$ cat src/rtl/cov_matrix_loader.sv
// Reads the NxN covariance matrix out of BRAM into registers while tracking the largest off-diagonal pivot.
// Build option: define SYMMETRIC_FOLD_EN to read only the upper triangle and mirror it into the lower one.
module cov_matrix_loader #(
  parameter int MATRIX_SIZE  = 4,
  parameter int ELEM_WIDTH   = 32,
  parameter int BRAM_LATENCY = 1,
  parameter int ADDR_WIDTH   = $clog2(MATRIX_SIZE*MATRIX_SIZE)
) (
  input  logic                                                 clk,
  input  logic                                                 rst,
  input  logic                                                 start,
  output logic                                                 bram_en,
  output logic [ADDR_WIDTH-1:0]                                bram_addr,
  input  logic [ELEM_WIDTH-1:0]                                bram_dout,
  output logic [MATRIX_SIZE*MATRIX_SIZE-1:0][ELEM_WIDTH-1:0]   matrix_out,
  output logic                                                 matrix_valid,
  input  logic                                                 matrix_ready,
  output logic [$clog2(MATRIX_SIZE)-1:0]                       pivot_p,
  output logic [$clog2(MATRIX_SIZE)-1:0]                       pivot_q,
  output logic [ELEM_WIDTH-1:0]                                pivot_mag,
  output logic                                                 busy
);

  localparam int IDX_W   = $clog2(MATRIX_SIZE);
  localparam int DRAIN_W = $clog2(BRAM_LATENCY + 1);
  localparam logic [IDX_W-1:0]   LAST_IDX   = IDX_W'(MATRIX_SIZE - 1);
  localparam logic [DRAIN_W-1:0] DRAIN_LAST = DRAIN_W'(BRAM_LATENCY - 1);

  typedef enum logic [1:0] {
    IDLE  = 2'd0,
    READ  = 2'd1,
    DRAIN = 2'd2,
    VALID = 2'd3
  } state_t;

  state_t               state_r, state_nx_s;
  logic [IDX_W-1:0]     row_r, col_r, row_nx_s, col_nx_s;
  logic [ADDR_WIDTH-1:0] addr_nx_s;
  logic [DRAIN_W-1:0]   drain_cnt_r, drain_cnt_nx_s;
  logic                 en_nx_s, valid_nx_s, busy_nx_s, pivot_clear_s;
  logic                 last_s, drain_done_s;

  logic [BRAM_LATENCY-1:0] pipe_vld_r;
  logic [IDX_W-1:0]        pipe_row_r [BRAM_LATENCY];
  logic [IDX_W-1:0]        pipe_col_r [BRAM_LATENCY];

  logic                  cap_vld_s;
  logic [IDX_W-1:0]      cap_row_s, cap_col_s;
  logic [ELEM_WIDTH-1:0] cap_mag_s;
  logic [ADDR_WIDTH-1:0] cap_idx_s;

  // |x| in unsigned arithmetic; the most negative value maps onto 2^(W-1) unchanged.
  function automatic logic [ELEM_WIDTH-1:0] abs_mag(input logic [ELEM_WIDTH-1:0] x);
    if (x[ELEM_WIDTH-1]) abs_mag = ~x + ELEM_WIDTH'(1);
    else                 abs_mag = x;
  endfunction

  function automatic logic [ADDR_WIDTH-1:0] flat_idx(input logic [IDX_W-1:0] r,
                                                     input logic [IDX_W-1:0] c);
    flat_idx = ADDR_WIDTH'(r) * ADDR_WIDTH'(MATRIX_SIZE) + ADDR_WIDTH'(c);
  endfunction

  assign last_s       = (row_r == LAST_IDX) && (col_r == LAST_IDX);
  assign drain_done_s = (drain_cnt_r == DRAIN_LAST);
  assign cap_vld_s    = pipe_vld_r[BRAM_LATENCY-1];
  assign cap_row_s    = pipe_row_r[BRAM_LATENCY-1];
  assign cap_col_s    = pipe_col_r[BRAM_LATENCY-1];
  assign cap_mag_s    = abs_mag(bram_dout);
  assign cap_idx_s    = flat_idx(cap_row_s, cap_col_s);

  // State and control register
  always_ff @(posedge clk) begin
    if (rst) begin
      state_r      <= IDLE;
      bram_en      <= 1'b0;
      bram_addr    <= '0;
      row_r        <= '0;
      col_r        <= '0;
      drain_cnt_r  <= '0;
      matrix_valid <= 1'b0;
      busy         <= 1'b0;
    end else begin
      state_r      <= state_nx_s;
      bram_en      <= en_nx_s;
      bram_addr    <= addr_nx_s;
      row_r        <= row_nx_s;
      col_r        <= col_nx_s;
      drain_cnt_r  <= drain_cnt_nx_s;
      matrix_valid <= valid_nx_s;
      busy         <= busy_nx_s;
    end
  end

  // Next-state decode
  always_comb begin
    state_nx_s = state_r;
    case (state_r)
      IDLE:    if (start)        state_nx_s = READ;  else state_nx_s = IDLE;
      READ:    if (last_s)       state_nx_s = DRAIN; else state_nx_s = READ;
      DRAIN:   if (drain_done_s) state_nx_s = VALID; else state_nx_s = DRAIN;
      VALID:   if (matrix_ready) state_nx_s = IDLE;  else state_nx_s = VALID;
      default: state_nx_s = IDLE;
    endcase
  end

  // Next values of the registered outputs and read walker
  always_comb begin
    en_nx_s        = 1'b0;
    addr_nx_s      = bram_addr;
    row_nx_s       = row_r;
    col_nx_s       = col_r;
    drain_cnt_nx_s = drain_cnt_r;
    valid_nx_s     = 1'b0;
    pivot_clear_s  = 1'b0;
    case (state_r)
      IDLE: begin
        if (start) begin
          en_nx_s       = 1'b1;
          addr_nx_s     = '0;
          row_nx_s      = '0;
          col_nx_s      = '0;
          pivot_clear_s = 1'b1;
        end else begin
          en_nx_s = 1'b0;
        end
      end
      READ: begin
        if (last_s) begin
          en_nx_s        = 1'b0;
          drain_cnt_nx_s = '0;
        end else if (col_r == LAST_IDX) begin
          en_nx_s  = 1'b1;
          row_nx_s = row_r + IDX_W'(1);
`ifdef SYMMETRIC_FOLD_EN
          // next row restarts on its diagonal, skipping row_r+1 lower-triangle words
          col_nx_s  = row_r + IDX_W'(1);
          addr_nx_s = bram_addr + ADDR_WIDTH'(row_r) + ADDR_WIDTH'(2);
`else
          col_nx_s  = '0;
          addr_nx_s = bram_addr + ADDR_WIDTH'(1);
`endif
        end else begin
          en_nx_s   = 1'b1;
          col_nx_s  = col_r + IDX_W'(1);
          addr_nx_s = bram_addr + ADDR_WIDTH'(1);
        end
      end
      DRAIN: begin
        if (drain_done_s) valid_nx_s = 1'b1;
        else              drain_cnt_nx_s = drain_cnt_r + DRAIN_W'(1);
      end
      VALID: begin
        if (matrix_ready) valid_nx_s = 1'b0;
        else              valid_nx_s = 1'b1;
      end
      default: valid_nx_s = 1'b0;
    endcase
    busy_nx_s = (state_nx_s == READ) || (state_nx_s == DRAIN);
  end

  // Read pipeline: tags each issued address with its (row, col) until the data returns
  always_ff @(posedge clk) begin
    if (rst) begin
      pipe_vld_r <= '0;
      for (int k = 0; k < BRAM_LATENCY; k++) begin
        pipe_row_r[k] <= '0;
        pipe_col_r[k] <= '0;
      end
    end else begin
      for (int k = BRAM_LATENCY - 1; k > 0; k--) begin
        pipe_vld_r[k] <= pipe_vld_r[k-1];
        pipe_row_r[k] <= pipe_row_r[k-1];
        pipe_col_r[k] <= pipe_col_r[k-1];
      end
      pipe_vld_r[0] <= bram_en;
      pipe_row_r[0] <= row_r;
      pipe_col_r[0] <= col_r;
    end
  end

  // Matrix capture and pivot tracking
  always_ff @(posedge clk) begin
    if (rst) begin
      matrix_out <= '0;
      pivot_mag  <= '0;
      pivot_p    <= '0;
      pivot_q    <= '0;
    end else begin
      if (pivot_clear_s) begin
        pivot_mag <= '0;
        pivot_p   <= '0;
        pivot_q   <= IDX_W'(1);
      end else if (cap_vld_s && (cap_col_s > cap_row_s) && (cap_mag_s > pivot_mag)) begin
        pivot_mag <= cap_mag_s;
        pivot_p   <= cap_row_s;
        pivot_q   <= cap_col_s;
      end
      if (cap_vld_s) begin
        matrix_out[cap_idx_s] <= bram_dout;
`ifdef SYMMETRIC_FOLD_EN
        if (cap_col_s != cap_row_s) matrix_out[flat_idx(cap_col_s, cap_row_s)] <= bram_dout;
`endif
      end
    end
  end

endmodule

$ cat config.mk
export PLATFORM = sky130hd
export DESIGN_NAME = cov_matrix_loader
export DESIGN_NICKNAME = d
export VERILOG_FILES = /design/src/rtl/cov_matrix_loader.sv
export SDC_FILE = /design/constraint.sdc
export NUM_CORES = 1
export LEC_CHECK = 0
export ABC_AREA = 1
export CORE_AREA = 2 2 230 232
export CTS_CLUSTER_DIAMETER = 80
export DETAILED_ROUTE_END_ITERATION = 8
export DIE_AREA = 0 0 232 234
export PLACE_DENSITY = 0.8
export SLEW_MARGIN = 20
export SYNTH_ARGS = -nofsm -noshare
export SYNTH_HDL_FRONTEND = slang
export SYNTH_SLANG_ARGS = --single-unit
$ cat constraint.sdc
create_clock -name clk -period 4.8 [get_ports clk]
set_clock_uncertainty 0.15 [all_clocks]
set_input_delay 0.96 -clock clk [delete_from_list [all_inputs] [get_ports clk]]
set_output_delay 0.96 -clock clk [all_outputs]
set_load 0.01 [all_outputs]
### Word level (Yosys, flattened, before mapping)

Memories as Yosys holds them, arrays and structs flattened.
Index checks and enable logic that the tools add are counted.

* register bits after elaboration: 563
* memory bits (writable): 4
* input bits: 36
* output and inout bits: 555
* logic and storage cells: 106
* memories kept: 2

* add/sub/neg operators: 6
* $lt $le $gt $ge: 4
* equality and inequality tests: 11
* mux-type cells: 38
* bitwise gates (word level): 1
* reductions and logical operators: 15

Memory list
* pipe_col_r: words 1, width 2, rd ports 1, clocked after memory_dff 0, write ports 1, RTL line 45 `logic [IDX_W-1:0] pipe_col_r [BRAM_LATENCY];`
* pipe_row_r: words 1, width 2, rd ports 1, clocked after memory_dff 0, write ports 1, RTL line 44 `logic [IDX_W-1:0] pipe_row_r [BRAM_LATENCY];`

Operators with widths (number)
* $bwmux 512: 1
* $demux 32 s4: 1
* $mux 32: 2
* $add 32x1->32 const B: 1
* $gt 32x32->1: 1
* $not 32->32: 1
* $mux 2: 9
* $mux 1: 16
* $eq 2x2->1 const B: 5
* $mux 4: 2
* $ne 2x2->1 const B: 4
* $pmux 2 s2: 2
* $pmux 2 s4: 1
* $pmux 4 s2: 1
* $pmux 1 s2: 3
* $reduce_bool 2->1: 3
* $reduce_or 2->1: 3
* $lt 4x5->1 const B: 1
* $add 2x1->2 const B: 2
* $add 4x1->4 const B: 1
* $add 4x2->4: 1
* $eq 2x1->1 const B: 2
* $ge 4x1->1 const B: 1
* $logic_and 1x1->1: 4
* 7 further kinds: 7

### Depth between registers and ports, before layout

* depth in word-level cells: 7
* gate-level depth with buffers: 25
* gate-level depth less buffers: 24

### Worst setup path before layout

No wires, ideal clock.

* path type: input-to-reg
* start: input port bram_dout[1]
* end: register pivot_mag[17]
* library setup time: 0.116 ns
* arrival time: 3.600 ns
* data required time: 4.534 ns
* path slack: 0.934 ns
* stages on the path: 21
* path buffers: 2
* cell sequence: clkinv_1 -> clkbuf_1 -> ha_1 -> nand3_4 -> inv_2 -> nand2_4 -> nor2_4 -> nand3b_1 -> nand2_1 -> xor2_1 -> inv_2 -> ha_1 -> nand2_1 -> inv_1 -> nand4_1 -> nor2_1 -> a21oi_1 -> nand2_4 -> buf_2 -> o21ai_0 -> nor2_1

* word-level cells in the longest chain between the ends: 5

RTL lines
* start, declared: RTL line 14 `input logic [ELEM_WIDTH-1:0] bram_dout,`
* $not 32->32: RTL line 54 `if (x[ELEM_WIDTH-1]) abs_mag = ~x + ELEM_WIDTH'(1);`
* $add 32x1->32: RTL line 54
* $mux 32: RTL line 54
* named net cap_mag_s[18]: RTL line 49 `logic [ELEM_WIDTH-1:0] cap_mag_s;`
* $gt 32x32->1: RTL line 193 `end else if (cap_vld_s && (cap_col_s > cap_row_s) && (cap_mag_s > pivot_mag)) begin`
* $logic_and 1x1->1: RTL line 193
* end signal, assigned: RTL line 194 `pivot_mag <= cap_mag_s;`
* end, declared: RTL line 20 `output logic [ELEM_WIDTH-1:0] pivot_mag,`

The timed path passes the listed nets, and every way through them passes these cells.
A chain may end at the register's enable or synchronous reset.

### Worst setup path in the final report

* start: input port bram_dout[1]
* end: register pivot_mag[25]

The elaborated chain is that of the path after synthesis.

==> results.sh <==
export IMPL_status="finished, final reports clean"
export IMPL_num_io_pins=591
export IMPL_synth_top_area_frac=0.5490
export IMPL_drc=0
export IMPL_hpwl_mm=50.89
export IMPL_hold_viol=0
export IMPL_power_w=0.01028
export IMPL_ant_nets=0
export IMPL_cts_tree="done"
export IMPL_slew_headroom=0.3084
export IMPL_cts_buffer_depth=3
export IMPL_drive_above_1_share=0.07795
export IMPL_nets=3014
export IMPL_ys_ff_latch=566
export IMPL_crit_path_max_incr_delay_ps=490
export IMPL_crit_top_cell="nand2_1"
export IMPL_final_setup_tns_ps=0
export IMPL_crit_required_ps=5140
export IMPL_grt_first_pass_wirelength_mm=109.9
export IMPL_nFillCells=4509
export IMPL_synthTopCellsByArea="dfxtp_1 55%, a21oi_1 13%, o21ai_0 10%"
export IMPL_max_clock_freq_mhz=252.4
export IMPL_numCtsBuffers=57
export IMPL_critPathArrivalTime_ps=4300
export IMPL_start_util=0.3967
export IMPL_place_port_buffers=590
export IMPL_grt_setup_unrepaired="false"
export IMPL_met1_length_mm=31.23
export IMPL_drt_total_wl_mm=74.33
export IMPL_met2_length_mm=34.10
export IMPL_cts_root_buf="clkbuf_16"
export IMPL_ir_drop_mv=0.3062
export IMPL_hp_class="reg2reg"
export IMPL_cts_sinks=566
export IMPL_dpl_cell_area_um2=27080
export IMPL_start_kind="input pin"
export IMPL_synth_edf_count=0
export IMPL_path_clk_slew_ps=60
export IMPL_post_cts_buffers=0
export IMPL_worstPathCellList="clkdlybuf4s50_1 -> clkinv_1 -> ha_1 -> nand3_4 -> inv_2 -> nand2_4 -> nor2_4 -> nand2_1 -> nand2_1 -> xor2_1 -> inv_1 -> ha_1 -> nand4_1 -> a21oi_1 -> nor2_1 -> nand2_1 -> nand2_1 -> nand2_2 -> nand2_4 -> inv_4 -> nand2_1 -> nand2_1 -> nor2_1"
export IMPL_slew_violations=0
export IMPL_yosys_area_top_type="dfxtp_1"
export IMPL_syn_nets=2497
export IMPL_drt_iter0_drc=1493
export IMPL_antenna_found_initial=0
export IMPL_dp_cells=3568
export IMPL_yosysMostFrequentCell="dfxtp_1"
export IMPL_postSynth_asyncResetShare=0
export IMPL_dr_pass1_iters=6
export IMPL_top_layer="met4"
export IMPL_routabilityCongestion=0.9610
export IMPL_ctsHoldBuffers=0
export IMPL_area_growth_pct=41.55
export IMPL_netlist_area_um2=20640
export IMPL_ys_warn_count=0
export IMPL_wl_met3_mm=6.753
export IMPL_post_cts_resized=0
export IMPL_die_y_um=234
export IMPL_avgViaCountPerCell=5.255
export IMPL_grt_util_all_layers=0.2617
export IMPL_powerDensity_nw_per_um2=351.8
export IMPL_grt_max_degree=110
export IMPL_wl_per_cell_um=20.21
export IMPL_cp_end_kind="register"
export IMPL_num_vias=19328
export IMPL_fin_cells=3678
export IMPL_leakagePower_nw=10.98
export IMPL_synthTopCellsByCount="566 x dfxtp_1, 543 x a21oi_1, 425 x o21ai_0"
export IMPL_syn_inst=2423
export IMPL_insertion_delay_ps=610
export IMPL_period_minus_slack_ps=3962
export IMPL_ys_seq_area_frac=0.5490
export IMPL_design_area_um2=29210
export IMPL_core_region_area_um2=52020
export IMPL_path_max_fanout=37
export IMPL_ys_flop_type="dfxtp_1"
export IMPL_crit_slowest_cell="clkdlybuf4s50_1"
export IMPL_setup_violations_final=0
export IMPL_worst_slew_pin_transition_ps=1035
export IMPL_die_w_um=232
export IMPL_grt_ovfl_total=0
export IMPL_max_cap_violations=0
export IMPL_num_rows=84
export IMPL_die_area_um2=54290
export IMPL_yosysUniqueCellTypes=41
export IMPL_avgSynthCellArea_um2=8.518
export IMPL_htreeDepth=2
export IMPL_min_period_over_period=0.8254
export IMPL_first_global_vias=17825
export IMPL_critPathKind="in2reg"
per-layer routing:
layer / global-route usage / vias up
met1: 0.3367 / 9106
met2: 0.4212 / 797
met5: 0 / -
li1: - / 9294
met3: 0.07551 / 131
met4: 0.08774 / 0
logic make-up (layout without fill, tap and decap cells):
kind of cell | count (synthesis) | in the layout | synth area share
AOI/OAI and AO/OA | 1102 | 1102 | 0.2686
xor gates and xnor gates | 23 | 23 | 0.01049
adders and majority gates | 38 | 38 | 0.02304
buffers and inverters | 379 | 945 | 0.07663
DFF | 566 | 566 | 0.5490
other | 0 | 1 | 0
and+or+nand+nor | 315 | 315 | 0.07226
cell type report:
cell class	count	area (um2)	area share
antenna	1	2.502	0.00008566
clock buffer	81	1708	0.05846
clock inverter	27	391.6	0.01341
inverter	178	679.4	0.02326
multi-input combinational	1478	7734	0.2647
sequential	566	11330	0.3879
tap	688	860.8	0.02947
timing repair buffer	659	6506	0.2227
power breakdown:
group / total [W] / switching [W] / internal (W)
registers: 0.00477 / 0.0000286 / 0.00474
logic: 0.000644 / 0.000420 / 0.000224
clock network: 0.00487 / 0.00194 / 0.00293
critical path: cells and delay by family:
kind / cells / cell delay (ps)
buf+inv: 5 / 1230
simple gates: 14 / 1110
fa+ha+maj: 2 / 640
compound gates: 1 / 180
xor+xnor: 1 / 140
cell usage in the layout, fill, tap and decap left out, drive strengths merged:
master,netlist,final
o31ai,1,1
clkdlybuf4s50,0,590
clkbuf,115,81
o22a,1,1
and3,1,1
buf,86,69
o21ai,549,549
inv,174,177
xor2,23,23
o211ai,1,1
nor3,9,9
a31oi,1,1
diode,0,1
bufinv,0,8
nor4,1,1
nand4,11,11
o21a,1,1
a21o,2,2
a211oi,1,1
dfxtp,566,566
ha,38,38
nor2,137,137
clkinvlp,0,1
nand3,32,32
nand3b,1,1
nand2,123,123
clkinv,4,19
a21oi,545,545
path summary, 6_finish.rpt:
| kind | startpoint | end | slack (ps) | cells past startpoint |
|---|---|---|---|---|
| max | bram_dout[1] | pivot_mag[25] | 840 | 23 |
| max reg2reg | cap_vld_s | matrix_out[228] | 2160 | 5 |
| min reg2reg | row_r[1] | pipe_row_r[0][1] | 290 | 2 |
| min | row_r[1] | pipe_row_r[0][1] | 290 | 2 |
stage by stage:
step	hold slack (ps)	setup slack, ps	util
3_5_place_dp	277.2	279.3	0.5206
5_1_grt	304.4	520.4	0.5615
3_3_place_gp	280.3	292.4	0.5206
4_1_cts	289.1	913.0	0.5609
6_report	291.6	838.1	0.5615
2_1_floorplan	268.2	934.3	-
state kept, by name, summed over array words and instances (netlist names):
signal and cells:
pipe_row_r 2, pivot_mag 32, pivot_p 2, pipe_col_r 2, busy 1, bram_en 1
cap_vld_s 1, pivot_q 2, col_r 2, bram_addr 4, matrix_out 512, row_r 2
state_r 2, matrix_valid 1
No activity file was read; power rests on OpenSTA's default activity.
